<file path="config.mk">
export PLATFORM = sky130hd
export DESIGN_NAME = avalon_mm_sample_reader
export DESIGN_NICKNAME = d
export VERILOG_FILES = /design/src/rtl/avalon_mm_sample_reader.sv
export SDC_FILE = /design/constraint.sdc
export NUM_CORES = 1
export LEC_CHECK = 0
export BUFFER_PORTS_ARGS = -buffer_cell sky130_fd_sc_hd__buf_4
export CAP_MARGIN = 20
export CORE_MARGIN = 2
export CORE_UTILIZATION = 35
export CTS_BUF_LIST = sky130_fd_sc_hd__clkbuf_4 sky130_fd_sc_hd__clkbuf_8 sky130_fd_sc_hd__clkbuf_16
export DETAILED_ROUTE_END_ITERATION = 10
export HOLD_SLACK_MARGIN = 0.05
export PLACE_DENSITY = 0.52
export SKIP_LAST_GASP = 1
export SLEW_MARGIN = 20
export SYNTH_ARGS = -nofsm -noshare
export SYNTH_HDL_FRONTEND = slang
export SYNTH_SLANG_ARGS = --single-unit
export TNS_END_PERCENT = 20
</file>
<file path="constraint.sdc">
create_clock -name clk -period 9.74 [get_ports clk]
set_input_delay 0.487 -clock clk [delete_from_list [all_inputs] [get_ports clk]]
set_output_delay 0.487 -clock clk [all_outputs]
set_load 0.01 [all_outputs]
</file>
<file path="src/rtl/avalon_mm_sample_reader.sv">
// Avalon-MM burstless read master: fetches a block of words with pipelined reads
// and streams them out through a small first-word-fall-through FIFO.

module avalon_mm_sample_reader_fifo #(
  parameter int DATA_W = 32,
  parameter int DEPTH  = 8
) (
  input  logic                     clk,
  input  logic                     reset_n,
  input  logic                     push,
  input  logic [DATA_W-1:0]        wdata,
  input  logic                     pop,
  output logic [DATA_W-1:0]        rdata,
  output logic                     empty,
  output logic [$clog2(DEPTH):0]   count
);
  localparam int PTR_W = $clog2(DEPTH);
  localparam int CNT_W = PTR_W + 1;

  logic [DATA_W-1:0] mem [DEPTH];
  logic [PTR_W-1:0]  wr_ptr, rd_ptr;
  logic              full, do_push, do_pop;

  assign empty   = (count == '0);
  assign full    = (count == CNT_W'(DEPTH));
  assign do_pop  = pop & ~empty;
  // A full FIFO can still take a word when the head leaves in the same cycle.
  assign do_push = push & (~full | do_pop);
  assign rdata   = empty ? '0 : mem[rd_ptr];

  always_ff @(posedge clk) begin
    if (do_push) mem[wr_ptr] <= wdata;
  end

  always_ff @(posedge clk or negedge reset_n) begin
    if (!reset_n) begin
      wr_ptr <= '0;
      rd_ptr <= '0;
      count  <= '0;
    end else begin
      if (do_push) wr_ptr <= wr_ptr + PTR_W'(1);
      if (do_pop)  rd_ptr <= rd_ptr + PTR_W'(1);
      case ({do_push, do_pop})
        2'b10:   count <= count + CNT_W'(1);
        2'b01:   count <= count - CNT_W'(1);
        default: count <= count;
      endcase
    end
  end
endmodule

module avalon_mm_sample_reader #(
  parameter int ADDR_W     = 12,
  parameter int DATA_W     = 32,
  parameter int LEN_W      = 12,
  parameter int FIFO_DEPTH = 8
) (
  input  logic              clk,
  input  logic              reset_n,
  input  logic              start,
  input  logic [ADDR_W-1:0] base_addr,
  input  logic [LEN_W-1:0]  length,
  output logic              busy,
  output logic              done,
  output logic [ADDR_W-1:0] m_address,
  output logic              m_read,
  input  logic              m_waitrequest,
  input  logic [DATA_W-1:0] m_readdata,
  input  logic              m_readdatavalid,
  output logic [DATA_W-1:0] st_data,
  output logic              st_valid,
  input  logic              st_ready
);
  localparam int CNT_W = $clog2(FIFO_DEPTH) + 1;

  typedef enum logic [1:0] {S_IDLE, S_ISSUE, S_DRAIN} state_t;

  state_t            state, state_nxt;
  logic [LEN_W-1:0]  remaining;
  logic [CNT_W-1:0]  outstanding, fifo_count;
  logic [CNT_W:0]    credit_used;
  logic              has_credit, accept, push, pop, fifo_empty;
  logic              start_run, last_accept, final_pop, done_nxt;

  // Every in-flight read owns a FIFO slot, so the FIFO can never overflow.
  assign credit_used = {1'b0, outstanding} + {1'b0, fifo_count};
  assign has_credit  = credit_used < (CNT_W + 1)'(FIFO_DEPTH);

  assign m_read      = (state == S_ISSUE) & has_credit;
  assign accept      = m_read & ~m_waitrequest;
  assign last_accept = accept & (remaining == LEN_W'(1));
  // Read data with nothing outstanding is a slave protocol error and is dropped.
  assign push        = m_readdatavalid & (outstanding != '0);
  assign pop         = st_valid & st_ready;
  assign st_valid    = ~fifo_empty;
  assign busy        = (state != S_IDLE);
  assign start_run   = (state == S_IDLE) & start & (length != '0);
  assign final_pop   = (state == S_DRAIN) & (outstanding == '0) &
                       ((fifo_count == '0) | ((fifo_count == CNT_W'(1)) & pop));

  always_comb begin
    state_nxt = state;
    done_nxt  = 1'b0;
    case (state)
      S_IDLE: begin
        if (start) begin
          if (length != '0) state_nxt = S_ISSUE;
          else              done_nxt  = 1'b1;
        end
      end
      S_ISSUE: begin
        if (last_accept) state_nxt = S_DRAIN;
      end
      S_DRAIN: begin
        if (final_pop) begin
          state_nxt = S_IDLE;
          done_nxt  = 1'b1;
        end
      end
      default: state_nxt = S_IDLE;
    endcase
  end

  always_ff @(posedge clk or negedge reset_n) begin
    if (!reset_n) begin
      state <= S_IDLE;
      done  <= 1'b0;
    end else begin
      state <= state_nxt;
      done  <= done_nxt;
    end
  end

  // Address and count only move on an accepted read, so a stalled request holds.
  always_ff @(posedge clk or negedge reset_n) begin
    if (!reset_n) begin
      m_address <= '0;
      remaining <= '0;
    end else if (start_run) begin
      m_address <= base_addr;
      remaining <= length;
    end else if (accept) begin
      m_address <= m_address + ADDR_W'(1);
      remaining <= remaining - LEN_W'(1);
    end
  end

  always_ff @(posedge clk or negedge reset_n) begin
    if (!reset_n) begin
      outstanding <= '0;
    end else begin
      case ({accept, push})
        2'b10:   outstanding <= outstanding + CNT_W'(1);
        2'b01:   outstanding <= outstanding - CNT_W'(1);
        default: outstanding <= outstanding;
      endcase
    end
  end

  avalon_mm_sample_reader_fifo #(
    .DATA_W (DATA_W),
    .DEPTH  (FIFO_DEPTH)
  ) u_fifo (
    .clk     (clk),
    .reset_n (reset_n),
    .push    (push),
    .wdata   (m_readdata),
    .pop     (pop),
    .rdata   (st_data),
    .empty   (fifo_empty),
    .count   (fifo_count)
  );
endmodule
</file>
==> results of run 1 <==
[critical path, cell delays in order (launching register included)]
cell,delay [ns]
dfrtp_4,0.79
buf_4,0.74
mux4_2,0.58
mux2i_1,0.26
nor2_1,0.09
buf_4,0.17
[worst max path at each step]
stage | slack, ns | depth (start not counted) | from | to
global route | 5.83 | 5 | u_fifo.rd_ptr[0]$_DFFE_PN0P_ | st_data[1]
finish | 6.05 | 5 | u_fifo.rd_ptr[0]$_DFFE_PN0P_ | st_data[1]
detailed placement | 6.34 | 12 | u_fifo.count[3]$_DFFE_PN0P_ | outstanding[3]$_DFFE_PN0P_
global placement | 6.38 | 12 | u_fifo.count[3]$_DFFE_PN0P_ | outstanding[3]$_DFFE_PN0P_
CTS | 5.95 | 5 | u_fifo.rd_ptr[0]$_DFFE_PN0P_ | st_data[1]
floorplan | 5.76 | 6 | u_fifo.count[0]$_DFFE_PN0P_ | u_fifo.mem[0][0]$_DFFE_PP_
[layout make-up]
cell class	instances	area, um^2	share of cell area [%]
Sequential cell	297	8720	59.5
Multi-Input combinational cell	329	3300	22.5
Timing Repair Buffer	124	933	6.37
Clock buffer	42	911	6.22
Tap cell	455	569	3.89
Clock inverter	16	144	0.982
Inverter	18	67.6	0.461
Antenna cell	1	2.50	0.0171
[sequential cells by signal, indices dropped and copies added (netlist names)]
register,count
m_address,12
remaining,12
u_fifo.mem,256
u_fifo.count,4
u_fifo.wr_ptr,3
u_fifo.rd_ptr,3
done,1
outstanding,4
state,2
[power groups by stage]
stage | clock network [mW] | logic, mW | registers [mW]
after detailed placement | 0 | 1.57 | 1.86
after CTS | 1.22 | 1.58 | 1.83
after global routing | 1.28 | 1.69 | 1.86
after floorplan | 0 | 1.03 | 1.76
final | 1.19 | 1.54 | 1.83
after global placement | 0 | 1.55 | 1.84
[what timing repair did]
item,4_1_cts,5_1_grt
hold endpoints to repair,41,0
resized for setup,0,0
hold buffers,1,0
[cells by family after synthesis]
logic type,synth area share [%]
and+or+nand+nor,5.57
xor gates and xnor gates,1.23
adders and majority gates,1.71
muxes,14.8
AOI/OAI and AO/OA,3.42
buffers and inverters,1.53
DFF,71.8
[metal layers]
layer  routed length (um)  track usage, %  vias up  part of all wire, %
li1                     -               -     2950                    -
met1                11700            19.6     3308                   45
met2                12700            24.6      171                   48
met3                 1470            3.11       33                  5.6
met4                  432            3.43        0                  1.6
met5                    0               0        -                    0
[layout by cell type, fill, tap and decap left out, types with 3 or more instances in the layout]
cell	synthesis	layout
mux2i_1	34	34
xor2_1	6	6
mux4_2	64	64
nor3_1	11	9
clkbuf_16	0	34
clkinv_1	0	4
a221o_1	3	3
nand3_1	8	8
or4_1	3	3
edfxtp_1	256	256
nand4_1	3	3
a21oi_1	6	6
clkinv_2	0	7
nand2_1	36	36
and3_1	6	6
or2_2	4	4
o21ai_0	11	11
xnor2_1	11	11
buf_4	0	123
dfrtp_1	41	38
nor2_4	0	7
ha_1	15	15
nand2b_1	3	3
nor2_1	54	47
clkbuf_4	0	8
o211ai_1	4	4
inv_1	17	17
nor4_1	8	8
==> results.sh, run 1 <==
export IMPL_status="complete, no violations"
export IMPL_h_tree_depth=2
export IMPL_wl_mm=26.3
export IMPL_hold_slack_ns=0.194
export IMPL_max_freq_ghz=0.271
export IMPL_synth_seq_cells=297
export IMPL_synth_cells=672
export IMPL_clk_path_buf_depth=3
export IMPL_post_synth_num_cell_types=56
export IMPL_firstDrtPassIters=4
export IMPL_grt_pass1_wl_mm=40.3
export IMPL_drt_antenna_violating_nets=0
export IMPL_finalSetupTns_ns=0
export IMPL_synthesis_area_um2=12100
export IMPL_num_fill_cells=3081
export IMPL_syn2layout_area_growth_pct=20.7
export IMPL_power_internal_mw=3.09
export IMPL_grt_util_all_layers_pct=14.7
export IMPL_drc=0
export IMPL_worst_slack_ns=6.05
export IMPL_rr_worst_depth=12
export IMPL_final_cell_area_um2=14700
export IMPL_vias=6462
export IMPL_cts_sinks=297
export IMPL_cp_max_fo=40
export IMPL_crit_required_ns=9.25
export IMPL_relSlewSlack_pct=42.9
export IMPL_nets=882
export IMPL_holdCritPathClass="in -> reg"
export IMPL_fp_dieW_um=190
export IMPL_combPwrFrac_pct=33.7
export IMPL_vias_per_cell=5.04
export IMPL_clock_latency_ns=0.51
export IMPL_synth_edf_count=256
export IMPL_rows=68
export IMPL_start_util_pct=35.3
export IMPL_regToRegStartpoint="u_fifo.count[3]$_DFFE_PN0P_"
export IMPL_r2r_end="outstanding[3]$_DFFE_PN0P_"
export IMPL_rsz0062_at_grt="false"
export IMPL_swShare_pct=32.1
export IMPL_min_path_cells=3
export IMPL_syn_num_nets=750
export IMPL_numCtsBuffers=34
export IMPL_pre_cts_slack_ns=6.34
export IMPL_setup_viol=0
export IMPL_yosysSeqAreaShare_pct=71.8
export IMPL_grt_pass1_vias=6867
export IMPL_pwr_share_seq_pct=40.1
export IMPL_slew_violations=0
export IMPL_p_leak_nw=5.19
export IMPL_async_reset_ff_share_pct=13.8
export IMPL_netSwitchingPower_mw=1.46
export IMPL_ioPinCount=110
export IMPL_grt_overflow=0
export IMPL_hold_end="m_address[2]$_DFFE_PN0P_"
export IMPL_core_area_um2=34400
export IMPL_grt_max_degree=45
export IMPL_synth_most_common_cell="edfxtp_1"
export IMPL_crit_path_start_kind="flop"
export IMPL_layout_min_cycle_time_ns=3.69
export IMPL_ff2ff_setup_slack_ns=6.36
export IMPL_clkPwrFrac_pct=26.2
export IMPL_ys_top_cells_by_count="edfxtp_1, mux4_2, nor2_1, dfrtp_1, nand2_1"
export IMPL_hp_start="base_addr[2]"
export IMPL_avgSynthCellArea_um2=18.1
export IMPL_dp_cells=1222
export IMPL_final_cells=1282
export IMPL_ys_flop_type="edfxtp_1"
export IMPL_placed_area_um2=13600
export IMPL_power_mw=4.56
export IMPL_place_hpwl_mm=15.9
export IMPL_vdd_drop_max_mv=0.167
export IMPL_layout_drive_gt1_share_pct=32.8
export IMPL_cts_tree="yes"
export IMPL_final_core_util_pct=42.6
export IMPL_antenna_found_initial=1
export IMPL_hold_viol=0
export IMPL_crit_path_end_kind="output pin"
export IMPL_synth_area_leaders="edfxtp_1, mux4_2, dfrtp_1"
export IMPL_yosys_warnings=0
export IMPL_die_y_um=190
export IMPL_avgRoutedWirePerCell_um=20.5
export IMPL_clockRootBuffer="clkbuf_16"
export IMPL_power_density_nw_per_um2=311
export IMPL_clk_pin_slew_worst_paths_ns=0.05
export IMPL_crit_type="reg -> out"
export IMPL_io_buffer_count=109
export IMPL_gp_congestion=0.784
export IMPL_maxCapViolCount=0
export IMPL_dieArea_um2=36200
export IMPL_post_route_period_util_pct=37.8
export IMPL_critPathArrivalTime_ns=3.20
export IMPL_clock_skew_final_ns=0.0175
export IMPL_synth_top_area_cell="edfxtp_1"
export IMPL_worst_pin_slew_ns=0.854
export IMPL_synthDominantCellAreaShare_pct=63.3
export IMPL_drt_iter0_markers=407
export IMPL_post_cts_buffers=0
Power figures use the tool's default switching activity.
==> run 2, diff against run 1 <==
PLACE_DENSITY = 0.54   (was 0.52)
clock period = 3 ns   (was 9.74 ns; I/O delays follow)
==> results.sh, run 2 (synthesis gave the netlist of run 1 again) <==
export IMPL_status="complete, no violations"
export IMPL_path_cells="buf_4 > mux4_2 > mux2i_1 > nor2_1 > buf_4"
export IMPL_fp_dieW_um=190
export IMPL_min_path_cells=4
export IMPL_vias=6596
export IMPL_worst_pin_slew_ns=0.848
export IMPL_crit_start="u_fifo.rd_ptr[0]$_DFFE_PN0P_"
export IMPL_clock_latency_ns=0.52
export IMPL_syn2layout_area_growth_pct=27.1
export IMPL_clk_path_buf_depth=3
export IMPL_rows=68
export IMPL_crit_type="reg -> out"
export IMPL_crit_path_end_kind="output pin"
export IMPL_grt_use_met3_pct=2.39
export IMPL_cp_common_cell="buf_4"
export IMPL_crit_path_start_kind="flop"
export IMPL_start_util_pct=35.3
export IMPL_clk_pin_slew_worst_paths_ns=0.06
export IMPL_grt_max_degree=42
export IMPL_setup_viol=0
export IMPL_hold_end="u_fifo.wr_ptr[0]$_DFFE_PN0P_"
export IMPL_clock_skew_final_ns=0.0212
export IMPL_post_route_period_util_pct=90.2
export IMPL_vdd_drop_max_mv=0.511
export IMPL_hold_viol=0
export IMPL_drc=0
export IMPL_worst_slack_ns=0.294
export IMPL_crit_path_max_incr_delay_ns=0.65
export IMPL_holdCritPathClass="in -> reg"
export IMPL_crit_slowest_cell="dfrtp_4"
export IMPL_grt_pass1_vias=7102
export IMPL_pre_cts_slack_ns=0.334
export IMPL_regToRegStartpoint="u_fifo.count[3]$_DFFE_PN0P_"
export IMPL_busiest_layer="met2"
export IMPL_largestRegisters="u_fifo.mem x256, m_address x12, remaining x12"
export IMPL_numCtsBuffers=34
export IMPL_vias_per_cell=4.87
export IMPL_die_y_um=190
export IMPL_slew_violations=0
export IMPL_critPathTopFamily="multiplexers"
export IMPL_cts_tree="yes"
export IMPL_drt_antenna_violating_nets=0
export IMPL_grt_util_all_layers_pct=14.9
export IMPL_power_mw=15.0
export IMPL_rsz0062_at_grt="false"
export IMPL_crit_required_ns=2.85
export IMPL_met1_usage_pct=20.1
export IMPL_num_fill_cells=3016
export IMPL_h_tree_depth=2
export IMPL_max_freq_ghz=0.370
export IMPL_layout_drive_gt1_share_pct=31.8
export IMPL_grt_pass1_wl_mm=41.1
export IMPL_r2r_end="outstanding[3]$_DFFE_PN0P_"
export IMPL_layout_min_cycle_time_ns=2.71
export IMPL_firstDrtPassIters=5
export IMPL_layout_common_cells="edfxtp_1, buf_4, mux4_2"
export IMPL_io_buffer_count=109
export IMPL_hp_start="m_readdatavalid"
export IMPL_maxCapViolCount=0
export IMPL_clockRootBuffer="clkbuf_16"
export IMPL_wl_mm=26.0
export IMPL_critPathBufInv=2
export IMPL_ctsResizeCount=0
export IMPL_final_common_cell="edfxtp_1"
export IMPL_place_hpwl_mm=15.7
export IMPL_ff2ff_setup_slack_ns=0.36
export IMPL_finalSetupTns_ns=0
export IMPL_dieArea_um2=36200
export IMPL_p_leak_nw=5.52
export IMPL_power_density_nw_per_um2=974
export IMPL_avgRoutedWirePerCell_um=19.2
export IMPL_ioPinCount=110
export IMPL_largest_reg_flops=256
export IMPL_rr_worst_depth=12
export IMPL_drt_iter0_markers=351
export IMPL_antenna_found_initial=0
export IMPL_grt_overflow=0
export IMPL_relSlewSlack_pct=43.3
export IMPL_regMostFlops="u_fifo.mem"
export IMPL_cp_max_fo=17
export IMPL_core_area_um2=34400
export IMPL_nets=953
export IMPL_critPathArrivalTime_ns=2.56
export IMPL_cts_sinks=297
export IMPL_gp_congestion=0.766
export IMPL_met2_usage_pct=24.8
export IMPL_diodes=0
## run 2: worst min-delay path, cell delays in order
cell and delay (ns):
buf_4 0.12, o311ai_1 0.07, buf_4 0.14, xnor2_1 0.06
## run 2: repair_timing
action	4_1_cts	5_1_grt
endpoints found under the hold margin	322	0
hold buffers	58	0
setup buffers	0	0
## run 2: area by class of cell
class / instances / area, um^2 / area share [%]
tap: 455 / 569 / 3.69
timing repair buffer: 195 / 1720 / 11.2
inverter: 18 / 67.6 / 0.438
multi-input combinational: 329 / 3310 / 21.4
clock buffer: 42 / 911 / 5.90
clock inverter: 19 / 134 / 0.868
sequential: 297 / 8720 / 56.5
## run 2: power breakdown
group	internal, mW	switching [mW]	leakage (nW)
registers	5.30	0.599	2.81
clock network	2.26	1.61	0.527
logic	2.64	2.62	2.18
## run 2: worst max-delay path by stage
stage	end	depth (start not counted)
floorplan	u_fifo.mem[4][0]$_DFFE_PP_	7
CTS	st_data[24]	5
global route	outstanding[3]$_DFFE_PN0P_	12
finish	st_data[24]	5
detailed placement	outstanding[3]$_DFFE_PN0P_	12
global placement	outstanding[3]$_DFFE_PN0P_	12
## run 2: metal layers
metal	vias to the layer above	share of wire, %
met5	-	0
met4	0	2.1
met3	42	3.7
met2	141	49
met1	3324	46
li1	3089	-
## run 2: metrics by stage
stage | std cells | cell area, um^2 | hold slack, ns | util (%)
global route | 1355 | 15400 | 0.0860 | 44.9
floorplan | 672 | 12100 | -0.146 | -
CTS | 1355 | 15400 | 0.0547 | 44.9
finish | 1355 | 15400 | 0.0738 | 44.9
global placement | 1236 | 13800 | 0.190 | 40.2
detailed placement | 1236 | 13800 | 0.191 | 40.2
